`config.mk`:
```
export PLATFORM = sky130hd
export DESIGN_NAME = csl_frame_decoder_flat
export DESIGN_NICKNAME = d
export VERILOG_FILES = /design/src/rtl/csl_pkg.sv /design/src/rtl/csl_frame_decoder_if.sv /design/src/rtl/csl_byte_timeout.sv /design/src/rtl/csl_frame_decoder.sv /design/src/flat_wrapper.sv
export SDC_FILE = /design/constraint.sdc
export NUM_CORES = 1
export LEC_CHECK = 0
export CAP_MARGIN = 20
export CORE_ASPECT_RATIO = 1.25
export CORE_MARGIN = 5
export CORE_UTILIZATION = 50
export CTS_BUF_LIST = sky130_fd_sc_hd__clkbuf_8
export DETAILED_ROUTE_END_ITERATION = 12
export PLACE_DENSITY = 0.71
export SYNTH_ARGS = -nofsm -noshare
export SYNTH_HDL_FRONTEND = slang
export SYNTH_SLANG_ARGS = --single-unit
```
`constraint.sdc`:
```
create_clock -name clk -period 2.55 [get_ports clk]
set_clock_uncertainty 0.1 [all_clocks]
set_input_delay 0.255 -clock clk [delete_from_list [all_inputs] [get_ports clk]]
set_output_delay 0.255 -clock clk [all_outputs]
set_load 0.005 [all_outputs]
```
`src/rtl/csl_pkg.sv`:
```
// Shared encoding for the CSL command link: framing bytes, field widths and decoder states.
// Imported by the decoder, the enabler and the UART TX echo so all agree on the wire format.
package csl_pkg;

    localparam int BYTE_W = 8;

    typedef logic [BYTE_W-1:0] byte_t;

    localparam byte_t SOF      = 8'hA5;
    localparam byte_t TYPE_CSL = 8'h01;
    localparam byte_t TYPE_RES = 8'h02;

    typedef enum logic [1:0] {
        IDLE    = 2'd0,
        TYPE    = 2'd1,
        PAYLOAD = 2'd2,
        CHECK   = 2'd3
    } state_t;

endpackage

```
`src/rtl/csl_frame_decoder_if.sv`:
```
// Byte-stream input and decoded-command outputs of the CSL frame decoder.
// The master side feeds bytes and observes the pulses; the slave side is the decoder.
interface csl_frame_decoder_if #(
    parameter int PAYLOAD_LEN = 2
);
    import csl_pkg::*;

    byte_t                          rx_data;
    logic                           rx_valid;
    logic                           csl_valid;
    logic [BYTE_W*PAYLOAD_LEN-1:0]  csl_data;
    logic                           resolved;
    logic                           frame_err;
    logic                           busy;

    modport master (
        output rx_data,
        output rx_valid,
        input  csl_valid,
        input  csl_data,
        input  resolved,
        input  frame_err,
        input  busy
    );

    modport slave (
        input  rx_data,
        input  rx_valid,
        output csl_valid,
        output csl_data,
        output resolved,
        output frame_err,
        output busy
    );

endinterface

```
`src/rtl/csl_byte_timeout.sv`:
```
// Inter-byte gap counter: counts enabled cycles since the last clear and flags expiry
// on the cycle that would reach TIMEOUT_CYC. A clear on that same cycle suppresses expiry.
module csl_byte_timeout #(
    parameter int TIMEOUT_CYC = 50000
) (
    input  logic clk,
    input  logic reset_n,
    input  logic clear,
    input  logic enable,
    output logic expire
);

    localparam int CNT_W = $clog2(TIMEOUT_CYC + 1);

    logic [CNT_W-1:0] cnt_q;

    assign expire = enable && !clear && (cnt_q == CNT_W'(TIMEOUT_CYC - 1));

    // Saturates at TIMEOUT_CYC so the count never wraps back into a valid window.
    always_ff @(posedge clk or negedge reset_n) begin
        if (!reset_n) begin
            cnt_q <= '0;
        end else if (clear) begin
            cnt_q <= '0;
        end else if (enable && (cnt_q != CNT_W'(TIMEOUT_CYC))) begin
            cnt_q <= cnt_q + CNT_W'(1);
        end
    end

endmodule

```
`src/rtl/csl_frame_decoder.sv`:
```
// Decodes SOF/TYPE/PAYLOAD/CHK frames from the UART byte stream into csl_valid/resolved
// pulses, dropping malformed or stalled frames with a frame_err pulse.
//
// state   | meaning
// --------+---------------------------------------------------------------
// IDLE    | hunting for SOF; other bytes ignored silently
// TYPE    | next byte is the frame type; seeds the running checksum
// PAYLOAD | collecting payload bytes into the shadow buffer
// CHECK   | next byte is CHK; resolves the frame and returns to IDLE
module csl_frame_decoder
    import csl_pkg::*;
#(
    parameter int PAYLOAD_LEN = 2,
    parameter int TIMEOUT_CYC = 50000
) (
    input  logic                clk,
    input  logic                reset_n,
    csl_frame_decoder_if.slave  bus
);

    localparam int PL_W  = BYTE_W * PAYLOAD_LEN;
    localparam int IDX_W = (PAYLOAD_LEN > 1) ? $clog2(PAYLOAD_LEN) : 1;

    state_t             state, state_nxt;
    byte_t              type_q, type_nxt;
    byte_t              xor_q, xor_nxt;
    logic [IDX_W-1:0]   idx_q, idx_nxt;
    logic [PL_W-1:0]    shadow_q, shadow_nxt;
    logic [PL_W-1:0]    csl_data_q, csl_data_nxt;
    logic               csl_valid_q, csl_valid_nxt;
    logic               resolved_q, resolved_nxt;
    logic               frame_err_q, frame_err_nxt;
    logic               expire;
    logic               in_frame;

    assign in_frame = (state != IDLE);

    csl_byte_timeout #(
        .TIMEOUT_CYC (TIMEOUT_CYC)
    ) u_byte_timeout (
        .clk     (clk),
        .reset_n (reset_n),
        .clear   (bus.rx_valid || !in_frame),
        .enable  (in_frame),
        .expire  (expire)
    );

    always_ff @(posedge clk or negedge reset_n) begin
        if (!reset_n) begin
            state       <= IDLE;
            type_q      <= '0;
            xor_q       <= '0;
            idx_q       <= '0;
            shadow_q    <= '0;
            csl_data_q  <= '0;
            csl_valid_q <= 1'b0;
            resolved_q  <= 1'b0;
            frame_err_q <= 1'b0;
        end else begin
            state       <= state_nxt;
            type_q      <= type_nxt;
            xor_q       <= xor_nxt;
            idx_q       <= idx_nxt;
            shadow_q    <= shadow_nxt;
            csl_data_q  <= csl_data_nxt;
            csl_valid_q <= csl_valid_nxt;
            resolved_q  <= resolved_nxt;
            frame_err_q <= frame_err_nxt;
        end
    end

    always_comb begin
        state_nxt     = state;
        type_nxt      = type_q;
        xor_nxt       = xor_q;
        idx_nxt       = idx_q;
        shadow_nxt    = shadow_q;
        csl_data_nxt  = csl_data_q;
        csl_valid_nxt = 1'b0;
        resolved_nxt  = 1'b0;
        frame_err_nxt = 1'b0;

        if (expire) begin
            state_nxt     = IDLE;
            frame_err_nxt = 1'b1;
        end else if (bus.rx_valid) begin
            case (state)
                IDLE: begin
                    if (bus.rx_data == SOF) begin
                        state_nxt = TYPE;
                    end
                end
                TYPE: begin
                    // Unknown types are carried through and rejected at CHECK.
                    type_nxt  = bus.rx_data;
                    xor_nxt   = bus.rx_data;
                    idx_nxt   = '0;
                    state_nxt = PAYLOAD;
                end
                PAYLOAD: begin
                    shadow_nxt[idx_q*BYTE_W +: BYTE_W] = bus.rx_data;
                    xor_nxt = xor_q ^ bus.rx_data;
                    if (idx_q == IDX_W'(PAYLOAD_LEN - 1)) begin
                        state_nxt = CHECK;
                    end else begin
                        idx_nxt = idx_q + IDX_W'(1);
                    end
                end
                CHECK: begin
                    state_nxt = IDLE;
                    if ((bus.rx_data == xor_q) && (type_q == TYPE_CSL)) begin
                        csl_data_nxt  = shadow_q;
                        csl_valid_nxt = 1'b1;
                    end else if ((bus.rx_data == xor_q) && (type_q == TYPE_RES)) begin
                        resolved_nxt  = 1'b1;
                    end else begin
                        frame_err_nxt = 1'b1;
                    end
                end
                default: begin
                    state_nxt = IDLE;
                end
            endcase
        end
    end

    assign bus.csl_valid = csl_valid_q;
    assign bus.csl_data  = csl_data_q;
    assign bus.resolved  = resolved_q;
    assign bus.frame_err = frame_err_q;
    assign bus.busy      = in_frame;

endmodule

```
`src/flat_wrapper.sv`:
```
// flat-port wrapper written by rule: the top's interface ports become plain ports
module csl_frame_decoder_flat import csl_pkg::*;
#(
    parameter int PAYLOAD_LEN = 2,
    parameter int TIMEOUT_CYC = 50000
)
  (clk, reset_n, bus_rx_data, bus_rx_valid, bus_csl_valid, bus_csl_data, bus_resolved, bus_frame_err, bus_busy);
  csl_frame_decoder_if #(.PAYLOAD_LEN(PAYLOAD_LEN)) bus_i ();
  input  logic clk;
  input  logic reset_n;
  input wire logic [$bits(bus_i.rx_data)-1:0] bus_rx_data;
  input wire logic [$bits(bus_i.rx_valid)-1:0] bus_rx_valid;
  output wire logic [$bits(bus_i.csl_valid)-1:0] bus_csl_valid;
  output wire logic [$bits(bus_i.csl_data)-1:0] bus_csl_data;
  output wire logic [$bits(bus_i.resolved)-1:0] bus_resolved;
  output wire logic [$bits(bus_i.frame_err)-1:0] bus_frame_err;
  output wire logic [$bits(bus_i.busy)-1:0] bus_busy;
  assign bus_i.rx_data = bus_rx_data;
  assign bus_i.rx_valid = bus_rx_valid;
  assign bus_csl_valid = bus_i.csl_valid;
  assign bus_csl_data = bus_i.csl_data;
  assign bus_resolved = bus_i.resolved;
  assign bus_frame_err = bus_i.frame_err;
  assign bus_busy = bus_i.busy;
  csl_frame_decoder #(.PAYLOAD_LEN(PAYLOAD_LEN), .TIMEOUT_CYC(TIMEOUT_CYC)) u_core (.clk(clk), .reset_n(reset_n), .bus(bus_i));
endmodule
```
==> results.py <==
metrics = {
    "critical_path": {
        "critical_path.endpoint_type": "flip-flop",
        "crit_type": "in -> reg",
        "slowest_delay_ns": 0.63,
        "critical_path_arrival_ns": 2.22,
        "cp-start-kind": "input pin",
        "crit_chain": "clkdlybuf4s50_1 -> buf_4 -> or4b_2 -> o21ai_0 -> a21oi_1 -> a311oi_1",
        "r2r_setup_slack_ns": 0.49,
        "path_buf_inv": 2,
        "crit_family": "compound AO/OA/AOI/OAI gates",
        "crit_fanout": 4,
        "cp.required_ns": 2.70,
        "slowest_stage": "or4b_2",
    },
    "floorplanning": {
        "dieArea_um2": 8120,
        "die_height_um": 99.5,
        "io_pins": 31,
        "rows": 32,
        "start_util_pct": 51.7,
        "core_um2": 6210,
        "die_w_um": 81.6,
    },
    "power_and_ir_drop": {
        "power.density_nw_per_um2": 902,
        "p_leak_uw": 0.00169,
        "peakVddDrop_v": 0.000673,
    },
    "layout": {
        "multi_input_area_um2": 1380,
        "diodes": 0,
        "drive_above_1_share_pct": 25.0,
        "seqCellArea_um2": 1750,
        "fin_cells": 397,
        "nFillCells": 482,
        "areaGrowthSynthToFinish_pct": 23.3,
        "layout_commonest_cell": "dfrtp_1",
        "final_nets": 324,
        "layout_common_cells": "dfrtp_1 (70), mux2_2 (30), clkdlybuf4s50_1 (29)",
    },
    "cts": {
        "cts-root-buf": "clkbuf_8",
        "clockBufferDepth": 2,
        "cts_tree": "done",
        "clk_pin_slew_ns": 0.08,
        "cts_max_level": 3,
        "cts_inserted_buffers": 9,
        "cts_sinks": 70,
        "clkLatencyLatePin_ns": 0.36,
    },
    "sta": {
        "drv_slew": 0,
        "setup_slack_ns": 0.477,
        "hold_viol_final": 0,
        "finalSetupTns_ns": 0,
        "post-route-period-util_pct": 81.3,
        "rsz0062_at_grt": "no",
        "max_freq_mhz": 482,
        "setup_viol": 0,
        "min_period_ns": 2.07,
        "slew_headroom_pct": 60.8,
        "fin_hold_ws_ns": 0.324,
        "worstMarginPinSlew_ns": 0.588,
    },
    "routing": {
        "wl_per_cell_um": 16.3,
        "antenna_left": 0,
        "num_vias": 2160,
        "drt_iter0_drc": 121,
        "drt_first_pass_iters": 4,
        "viasPerCell": 5.44,
        "drc_errors": 0,
        "wl_mm": 6.46,
    },
    "synth": {
        "syn-mean-instance-area_um2": 12.4,
        "ys.flop_type": "dfrtp_1",
        "synth_edf_count": 0,
        "yosysTopAreaCellShare_pct": 54.6,
        "ys_top_cells_by_area": "dfrtp_1 (55%), mux2_2 (11%), xnor2_1 (5.2%)",
        "synth_area_um2": 3210,
        "yosysSeqAreaShare_pct": 54.6,
        "async_reset_ff_share_pct": 100,
        "synthesis.nets": 275,
        "ys_ff_latch": 70,
        "netlist_instances": 258,
        "synth_cell_types": 40,
        "yosysWarnings": 0,
        "synth_top_area_cell": "dfrtp_1",
    },
    "global_routing": {
        "antenna_found_initial": 0,
        "grt_max_degree": 46,
        "grt_pass1_vias": 2248,
        "grt_usage_pct": 18.4,
        "grt_first_pass_wirelength_mm": 11.1,
        "grt_remaining_overflow": 0,
    },
    "run": {
        "max-cap-violations": 0,
    },
    "placement": {
        "gp_congestion": 0.798,
        "pre_cts_slack_ns": 0.157,
        "dp_hpwl_mm": 4.49,
        "port_buffers": 30,
        "dp_cells": 380,
    },
    "status": {
        "status": "finished, final reports clean",
    },
    "min_path": {
        "hp-class": "in -> async",
    },
}
==> routing by layer <==
layer	routed length [µm]	share of wire, %	global-route usage (%)	vias up
met5	0	0	0	-
met3	286	4.4	5.43	10
met2	3160	49	28.8	44
li1	-	-	-	1023
met1	2900	45	23.9	1083
met4	112	1.7	7.03	0
==> where the power goes <==
group | internal, µW | switching (µW) | total, µW
Combinational | 441 | 427 | 868
Clock | 674 | 427 | 1100
Sequential | 1390 | 204 | 1600
Total | 2510 | 1060 | 3560
==> state kept, by name, indices dropped and copies added (netlist names), 2 cells and up <==
signal	cells
u_core.bus.csl_data	16
u_core.shadow_q	16
u_core.u_byte_timeout.cnt_q	16
u_core.type_q	8
u_core.xor_q	8
u_core.state	2
==> worst reg2reg max path: stages (launching register included) <==
cell	delay, ns
dfrtp_1	0.43
xnor2_1	0.26
nand4_2	0.20
nor4_4	0.40
buf_12	0.22
mux2_2	0.35
==> Yosys cell counts, types with 2 or more instances <==
library cell / n
dfrtp_1: 70
or3_1: 3
xnor2_1: 19
nand2_1: 7
nor4_1: 7
mux2_2: 30
a311oi_1: 9
or2_2: 2
nand4_2: 2
ha_1: 6
clkbuf_1: 4
nand3_1: 9
a21oi_1: 14
nor3_1: 4
nand4_1: 4
o21ai_0: 4
mux2_4: 10
inv_1: 10
nor2_1: 22
o21bai_1: 2
==> final timing paths <==
path                                                start                                          to  cells after the start
setup reg to reg              u_core.xor_q[2]$_DFFE_PN0P_          u_core.bus.csl_data[3]$_DFFE_PN0P_                      5
hold reg to reg            u_core.shadow_q[0]$_DFFE_PN0P_          u_core.bus.csl_data[0]$_DFFE_PN0P_                      1
max in group asynchronous                         reset_n  u_core.u_byte_timeout.cnt_q[0]$_DFFE_PN0P_                      3
hold / removal                                    reset_n             u_core.shadow_q[14]$_DFFE_PN0P_                      2
min in group clk           u_core.shadow_q[0]$_DFFE_PN0P_          u_core.bus.csl_data[0]$_DFFE_PN0P_                      1
setup / recovery                           bus_rx_data[1]                 u_core.state[0]$_DFFE_PN0P_                      6
==> cell families after synthesis <==
kind of cell / synth area share, %
AO/OA/AOI/OAI: 6.21
XOR/XNOR: 5.46
adder cells (fa/ha/maj): 2.34
buffers and inverters: 2.26
flip-flops: 54.6
multiplexers: 15.5
AND/OR/NAND/NOR: 13.5
==> area by class of cell <==
type,instances,area share [%]
multi-input cells,172,35.0
well taps,85,2.69
repair buffers,44,10.8
flip-flops and latches,70,44.3
clock inverters,6,2.75
clock buffers,10,3.48
inverters,10,0.950
==> what timing repair did <==
item | in CTS | in global routing
hold endpoints to repair | 25 | 0
resized for setup | 0 | 0
hold buffers | 1 | 0
buffers inserted | 0 | 0
==> metrics by stage <==
step,total power (µW),util (%),cell area (µm²)
after global placement,2440,59.5,3690
after CTS,3590,63.7,3950
after global routing,3780,63.7,3950
after floorplan,2200,-,3210
after detailed placement,2480,59.5,3690
final,3560,63.7,3950
No activity file was read; power rests on OpenSTA's default activity.
